--- src/rtl/time_keeper.sv ---
// Time-of-day register: hh:mm:ss driven by an internal 1 Hz prescaler, plus hour/minute edit buttons.
// Optional macro AUTO_REPEAT_EN adds hold-to-repeat on both edit buttons.
module time_keeper #(
    parameter int TICK_DIV      = 100_000_000,
    parameter int HOLD_CYCLES   = 50_000_000,
    parameter int REPEAT_CYCLES = 25_000_000
) (
    input  logic        clk,
    input  logic        reset,
    input  logic        enable,
    input  logic [1:0]  edit_btns,
    output logic [16:0] time_out,
    output logic        sec_tick
);

    localparam int PW = (TICK_DIV > 2) ? $clog2(TICK_DIV) : 1;
    localparam logic [PW-1:0] TERM = PW'(TICK_DIV - 1);

    if (TICK_DIV < 2 || HOLD_CYCLES < 1 || REPEAT_CYCLES < 1) begin : g_bad_param
        $error("time_keeper: TICK_DIV must be >= 2 and hold/repeat periods >= 1");
    end

    logic [4:0]    hh_reg, hh_next;
    logic [5:0]    mm_reg, mm_next;
    logic [5:0]    ss_reg, ss_next;
    logic [PW-1:0] presc_reg, presc_next;
    logic          tick_reg, tick_next;
    logic [1:0]    btn_prev_reg;
    logic [1:0]    edits;

`ifdef AUTO_REPEAT_EN
    localparam int HMAX = (HOLD_CYCLES > REPEAT_CYCLES) ? HOLD_CYCLES : REPEAT_CYCLES;
    localparam int HW   = $clog2(HMAX + 1);
`endif

    genvar gi;
    for (gi = 0; gi < 2; gi++) begin : g_btn
        logic rise;
        assign rise = edit_btns[gi] & ~btn_prev_reg[gi];
`ifdef AUTO_REPEAT_EN
        // Counter restarts at 1 on every generated edit; the first gap is HOLD, later gaps REPEAT.
        logic [HW-1:0] hold_cnt_reg;
        logic          repeating_reg;
        logic          fire;
        assign fire = edit_btns[gi] & ~rise &
                      ((~repeating_reg & (hold_cnt_reg == HW'(HOLD_CYCLES))) |
                       ( repeating_reg & (hold_cnt_reg == HW'(REPEAT_CYCLES))));

        always_ff @(posedge clk or negedge reset) begin
            if (!reset) begin
                hold_cnt_reg  <= '0;
                repeating_reg <= 1'b0;
            end else if (!edit_btns[gi]) begin
                hold_cnt_reg  <= '0;
                repeating_reg <= 1'b0;
            end else if (rise) begin
                hold_cnt_reg  <= HW'(1);
                repeating_reg <= 1'b0;
            end else if (fire) begin
                hold_cnt_reg  <= HW'(1);
                repeating_reg <= 1'b1;
            end else begin
                hold_cnt_reg  <= hold_cnt_reg + HW'(1);
            end
        end
        assign edits[gi] = rise | fire;
`else
        assign edits[gi] = rise;
`endif
    end

    logic [4:0] hh_inc;
    logic [5:0] mm_inc;
    logic [5:0] ss_inc;
    assign hh_inc = (hh_reg >= 5'd23) ? 5'd0 : hh_reg + 5'd1;
    assign mm_inc = (mm_reg >= 6'd59) ? 6'd0 : mm_reg + 6'd1;
    assign ss_inc = (ss_reg >= 6'd59) ? 6'd0 : ss_reg + 6'd1;

    always_comb begin
        hh_next    = hh_reg;
        mm_next    = mm_reg;
        ss_next    = ss_reg;
        presc_next = presc_reg;
        tick_next  = 1'b0;
        if (|edits) begin
            // Edits take priority; a coinciding second advance is dropped.
            presc_next = '0;
            if (edits[1]) hh_next = hh_inc;
            if (edits[0]) begin
                mm_next = mm_inc;
                ss_next = 6'd0;
            end
        end else if (enable) begin
            if (presc_reg == TERM) begin
                presc_next = '0;
                tick_next  = 1'b1;
                ss_next    = ss_inc;
                if (ss_reg >= 6'd59) begin
                    mm_next = mm_inc;
                    if (mm_reg >= 6'd59) hh_next = hh_inc;
                end
            end else begin
                presc_next = presc_reg + PW'(1);
            end
        end
    end

    always_ff @(posedge clk or negedge reset) begin
        if (!reset) begin
            hh_reg       <= '0;
            mm_reg       <= '0;
            ss_reg       <= '0;
            presc_reg    <= '0;
            tick_reg     <= 1'b0;
            btn_prev_reg <= '0;
        end else begin
            hh_reg       <= hh_next;
            mm_reg       <= mm_next;
            ss_reg       <= ss_next;
            presc_reg    <= presc_next;
            tick_reg     <= tick_next;
            btn_prev_reg <= edit_btns;
        end
    end

    assign time_out = {hh_reg, mm_reg, ss_reg};
    assign sec_tick = tick_reg;

endmodule
--- config.mk ---
export PLATFORM = sky130hd
export DESIGN_NAME = time_keeper
export DESIGN_NICKNAME = d
export VERILOG_FILES = /design/src/rtl/time_keeper.sv
export SDC_FILE = /design/constraint.sdc
export NUM_CORES = 1
export LEC_CHECK = 0
export ABC_AREA = 1
export CAP_MARGIN = 20
export CORE_MARGIN = 1
export CORE_UTILIZATION = 50
export CTS_CLUSTER_DIAMETER = 100
export CTS_CLUSTER_SIZE = 25
export DETAILED_ROUTE_END_ITERATION = 16
export GPL_TIMING_DRIVEN = 0
export PLACE_DENSITY = 0.7
export SLEW_MARGIN = 30
export SYNTH_ARGS = -nofsm -noshare
export SYNTH_HDL_FRONTEND = slang
export SYNTH_SLANG_ARGS = --single-unit
--- constraint.sdc ---
create_clock -name clk -period 1.88 [get_ports clk]
set_input_delay 0.282 -clock clk [delete_from_list [all_inputs] [get_ports clk]]
set_output_delay 0.282 -clock clk [all_outputs]
set_load 0.1 [all_outputs]
==> results of run 1 <==
[layout by cell type (no fill, tap or decap), types with 3 or more instances in the layout]
cell type	synthesis	routed
buf_2	4	4
ha_1	4	4
nand2_4	3	3
nand3_1	31	31
nor3b_1	3	3
inv_2	4	4
inv_1	40	40
xor2_1	8	8
a21oi_1	5	5
dfrtp_2	0	10
clkdlybuf4s15_1	0	8
nor2_1	80	78
clkbuf_8	0	5
nor2_4	2	3
o21ai_0	3	3
nand2_2	4	4
nor3_1	7	7
clkbuf_2	0	3
dlygate4sd2_1	0	5
dfrtp_1	47	35
nand4_1	17	17
nand2_1	143	143
clkdlybuf4s50_1	0	3
nor2_2	6	7
[synthesized netlist by cell type, types with 2 or more instances]
library cell,instances
inv_2,4
nand2_2,4
nor3_1,7
a21oi_1,5
nor2_1,80
o21ai_0,3
nand3_1,31
o22ai_1,2
nand2_1,143
nand2_4,3
nand3_2,2
nor2_4,2
dfrtp_1,47
buf_2,4
nand4_1,17
inv_1,40
nor3b_1,3
or2_2,2
nor3_2,2
ha_1,4
xor2_1,8
nor2_2,6
[timing repair]
item,CTS,global route
setup buffers,0,1
hold buffers,1,0
hold endpoints to repair,9,0
resized for setup,26,13
setup endpoints to repair,18,26
[kinds of logic after synthesis]
kind of cell / after synthesis / synth area share
AOI/OAI and AO/OA: 12 / 0.0225
adders and majority gates: 4 / 0.0170
xor gates and xnor gates: 9 / 0.0267
and+or+nand+nor: 307 / 0.463
muxes: 1 / 0.00339
DFF: 47 / 0.399
buffers and inverters: 50 / 0.0683
[worst reg2reg max path: cells and delay by family (launching register included)]
family	cells	cell delay, ns
adders and majority gates	1	0.17
DFF	1	0.41
and+or+nand+nor	7	1.05
[worst max path at each step]
stage | from | endpoint | cells past startpoint
global route | ss_reg[0] | mm_reg[1] | 8
global placement | reset | mm_reg[1] | 1
detailed placement | edit_btns[0] | presc_reg[18] | 8
floorplan | hh_reg[0] | hh_reg[0] | 6
CTS | mm_reg[3] | time_out[9] | 1
finish | ss_reg[0] | time_out[0] | 1
[where the power goes]
group	internal, W	switching [W]
clock network	0.000261	0.000364
logic	0.000225	0.000851
registers	0.00111	0.000103
[final cells by class]
| class | instances | area, sq um |
|---|---|---|
| Buffer | 5 | 31.3 |
| Clock inverter | 2 | 12.5 |
| Sequential cell | 47 | 1200 |
| Fill cell | 546 | 2240 |
| Tap cell | 72 | 90.1 |
| Clock buffer | 6 | 72.6 |
| Multi-Input combinational cell | 333 | 1580 |
| Inverter | 45 | 170 |
| Timing Repair Buffer | 24 | 216 |
[through the flow]
step           setup TNS (ns)  hold slack, ns  total power (W)  worst slack (ns)
2_1_floorplan         -0.0209         -0.0136          0.00207           -0.0209
3_3_place_gp           -41.79           0.496          0.00232             -1.13
3_5_place_dp            -1.92           0.340          0.00235            -0.126
4_1_cts                     0           0.437          0.00294           0.00589
5_1_grt               -0.0327           0.434          0.00305           -0.0147
6_report                    0           0.446          0.00291            0.0223
[per-layer routing]
metal	vias up	global-route usage	share of wire	wire [microns]
li1	1421	-	-	-
met1	1289	0.328	0.49	3360
met2	55	0.377	0.45	3050
met3	10	0.0483	0.046	314
met4	0	0.0833	0.013	87
met5	-	0	0	0
==> reports/results.tsv, run 1 <==
stage	metric	value	unit
hold_path	Hold Path Cell Cnt	1	
clock_tree	TritonCTS clock tree	done	
run	Max Cap Viol	0	
synth	Post-synth ARST share	1.00	
global_route	grt ovf	0	
final_layout	fin util	0.601	
sta	RSZ-0062 raised after global routing	yes	
setup_path	CP bufs+invs	1	
floorplanning	Die Y	78.8	microns
synth	post-synthesis instance total	430	
pwr	Max VDD drop	0.000725	V
synth	Synth top area share	0.399	
sta	final worst-path cycle share	0.988	
sta	worst-margin pin slew	0.962	ns
final_layout	Antenna diodes	0	
final_layout	Layout area overhead	14.3	%
placement	Detail Placement HPWL	5010	microns
hold_path	Hold EP	btn_prev_reg[1]	
global_route	initial antenna violation count	0	
final_layout	design area	0.00337	sq mm
placement	# port buffers	22	
sta	Max Transition Viols Final	0	
global_route	Tot GR Track Use	0.240	
synth	Post-synth top flop	dfrtp_1	
setup_path	Critical Path Slowest Stage Cell	dlygate4sd2_1	
hold_path	hold crit path type	primary input to register	
synth	Distinct cells, synth	33	
run_status	outcome	completed	
routing	WL final	6810	microns
setup_path	Max Fanout on Critical Path	5	
setup_path	worst endpoint required time	1.60	ns
setup_path	FF-to-FF End	mm_reg[1]	
global_route	largest net degree at the start of global routing	48	
clock_tree	H-tree Lvls	2	
sta	final hold vios	0	
global_route	vias in the first global route	2587	
clock_tree	clk_lat worst skew	0.31	ns
routing	DR WL/cell	12.7	microns
clock_tree	Inserted Clock Buffers	5	
routing	Initial DRC Count	193	
clock_tree	clk buf depth	2	
synth	top post-synthesis cells by area	dfrtp_1 (40%), nand2_1 (18%), nor2_1 (10%), nand3_1 (5.3%), inv_1 (5.1%)	
floorplanning	row cnt	27	
setup_path	critical path arrival	1.58	ns
setup_path	R2R cell count	8	
routing	Final ANT Viol Nets	0	
setup_path	r2r setup slk	0.14	ns
synth	syn nets	439	
floorplanning	I/O pin count	23	
synth	Post-synth EDFFs	0	
floorplanning	Die Area	0.00621	sq mm
sta	final setup violation count	0	
floorplanning	Core Area	0.00561	sq mm
routing	vias per cell	5.20	
final_layout	final cell count without fillers	534	
setup_path	Critical Path Source Type	register	
setup_path	Worst path max stage delay	0.86	ns
global_route	first-pass GRT wire length	11700	microns
setup_path	Worst setup EP type	primary output	
clock_tree	clock root buffer	clkbuf_8	
placement	gpl congestion	0.905	
setup_path	cell family with most CP delay	buffers and inverters	
clock_tree	clk slew on worst S/H paths	0.08	ns
sta	Worst Skew	0.0154	ns
synth	post-synthesis cell area	0.00295	sq mm
clock_tree	clk sinks	47	
final_layout	number of flip-flops in the largest register	27	
floorplanning	Initial Util	0.526	
placement	Placed Cells	524	
synth	Yosys Warn Count	0	
sta	FMAX	0.538	GHz
placement	DP Area	0.00328	sq mm
synth	Yosys top cell by area	dfrtp_1	
routing	Post-route DRC	0	
sta	crit path time final	1.86	ns
setup_path	R2R Path Start	ss_reg[0]	
hold_path	HP Start	edit_btns[1]	
synth	Synth Register Bits	47	
setup_path	crit path cell chain	dlygate4sd2_1	
final_layout	layout cells sized above 1	0.130	
routing	TritonRoute pass-1 iters	4	
floorplanning	die width	78.8	microns
synth	Avg Cell Area, Syn	6.86	sq um
sta	Rel. slew slack	0.361	
pwr	power density over the cells	865	mW/mm^2
routing	vias	2775	
setup_path	kind of critical path	register to primary output	
synth	Seq/Total Area, Yosys	0.399	
final_layout	nets	470	
pwr	Static Leakage	1.59	nW
(Power assumes the default switching activity.)
==> run 2, diff against run 1 <==
Clock period 1.88 ns to 2.18 ns, I/O delays scaled along.
==> reports/results.tsv, run 2 (synthesis gave the netlist of run 1 again) <==
stage	metric	value	unit
sta	Final WS setup	0.0778	ns
routing	TritonRoute pass-1 iters	5	
sta	Min Hold Slack	0.0248	ns
setup_path	worst endpoint required time	1.85	ns
clock_tree	clk buf depth	2	
final_layout	commonest non-fill, non-tap cell in the layout	nand2_1	
setup_path	kind of critical path	register to primary output	
routing	vias per cell	5.13	
floorplanning	Die Y	78.8	microns
run_status	outcome	completed	
setup_path	CP bufs+invs	1	
setup_path	Worst setup EP type	primary output	
clock_tree	post_cts resized	15	
global_route	initial antenna violation count	0	
final_layout	layout cells sized above 1	0.0957	
global_route	vias in the first global route	2542	
setup_path	Critical Path Source Type	register	
routing	WL final	6450	microns
floorplanning	die width	78.8	microns
clock_tree	Post-CTS Setup Inserts	0	
setup_path	critical path arrival	1.78	ns
final_layout	commonest cells after routing, fill and taps aside	nand2_1 (143), nor2_1 (80), dfrtp_1 (43), inv_1 (40), nand3_1 (31)	
sta	final worst-path cycle share	0.964	
global_route	Tot GR Track Use	0.235	
sta	crit path time final	2.10	ns
routing	Initial DRC Count	194	
pwr	Sw Ratio	0.443	
pwr	Pwr Total	0.00250	W
clock_tree	clk sinks	47	
floorplanning	Die Area	0.00621	sq mm
pwr	power density over the cells	748	mW/mm^2
setup_path	crit path cell chain	clkdlybuf4s50_1	
sta	FMAX	0.476	GHz
clock_tree	clock root buffer	clkbuf_8	
sta	Max Transition Viols Final	0	
clock_tree	H-tree Lvls	2	
routing	Final ANT Viol Nets	0	
setup_path	Critical Path Slowest Stage Cell	clkdlybuf4s50_1	
clock_tree	Hold Buf Count CTS	0	
setup_path	cell family with most CP delay	buffers and inverters	
floorplanning	Initial Util	0.526	
floorplanning	I/O pin count	23	
hold_path	hold crit path type	primary input to asynchronous set/reset pin	
sta	final setup violation count	0	
floorplanning	Core Area	0.00561	sq mm
sta	Worst Skew	0.0135	ns
global_route	grt ovf	0	
setup_path	R2R cell count	8	
clock_tree	TritonCTS clock tree	done	
clock_tree	clk slew on worst S/H paths	0.09	ns
placement	pre-CTS setup slack	0.119	ns
clock_tree	clk_lat worst skew	0.31	ns
global_route	largest net degree at the start of global routing	48	
placement	gpl congestion	0.866	
pwr	Comb power frac	0.363	
routing	vias	2731	
clock_tree	Inserted Clock Buffers	5	
routing	Post-route DRC	0	
floorplanning	row cnt	27	
final_layout	nets	468	
sta	RSZ-0062 raised after global routing	no	
placement	# port buffers	22	
pwr	Pint	0.00139	W
sta	worst-margin pin slew	0.966	ns
sta	Rel. slew slack	0.354	
global_route	first-pass GRT wire length	11600	microns
pwr	Max VDD drop	0.000853	V
sta	final hold vios	0	
pwr	Clock power frac	0.224	
placement	Detail Placement HPWL	4690	microns
routing	DR WL/cell	12.1	microns
setup_path	Worst path max stage delay	1.13	ns
run	Max Cap Viol	0	
pwr	Static Leakage	1.66	nW
setup_path	WP depth	1	
pwr	Switch Pwr	0.00111	W
final_layout	number of flip-flops in the largest register	27	
pwr	Seq pwr share	0.413	
setup_path	Max Fanout on Critical Path	1	
final_layout	Layout area overhead	13.2	%
final_layout	Antenna diodes	0	
-- run 2: final timing paths --
path                         startpoint              end  slack, ns
max                            sec_tick         sec_tick       0.08
min                               reset    presc_reg[21]       0.02
max reg2reg                   mm_reg[0]        hh_reg[4]       0.34
min reg2reg                   mm_reg[1]        mm_reg[1]       0.52
max in group asynchronous         reset        ss_reg[1]       1.72
min in group clk           edit_btns[1]  btn_prev_reg[1]       0.51
-- run 2: metal layers --
metal	vias to the layer above	routed length, microns	track usage
li1	1415	-	-
met1	1257	3330	0.354
met2	52	2750	0.348
met3	7	294	0.0345
met4	0	72	0.0685
met5	-	0	0
-- run 2: power by group through the flow --
stage          Sequential [W]  Clock (W)  Combinational (W)
6_report              0.00103   0.000559           0.000908
4_1_cts               0.00103   0.000570           0.000913
5_1_grt               0.00105   0.000602           0.000987
3_3_place_gp          0.00105          0           0.000944
3_5_place_dp          0.00105          0           0.000952
2_1_floorplan         0.00152          0           0.000258
-- run 2: layout make-up --
type / count / area (sq um)
Timing Repair Buffer: 22 / 204
Multi-Input combinational cell: 333 / 1570
Clock buffer: 7 / 86.3
Inverter: 45 / 170
Tap cell: 72 / 90.1
Clock inverter: 1 / 5.00
Buffer: 5 / 31.3
Sequential cell: 47 / 1180
Fill cell: 562 / 2270
-- run 2: stage by stage --
stage	area, sq um	std cells	util	setup TNS [ns]
after floorplan	2950	430	-	0
after detailed placement	3260	524	0.582	0
after global placement	3260	524	0.582	-30.19
after CTS	3330	532	0.595	0
final	3340	532	0.595	0
after global routing	3340	532	0.595	0
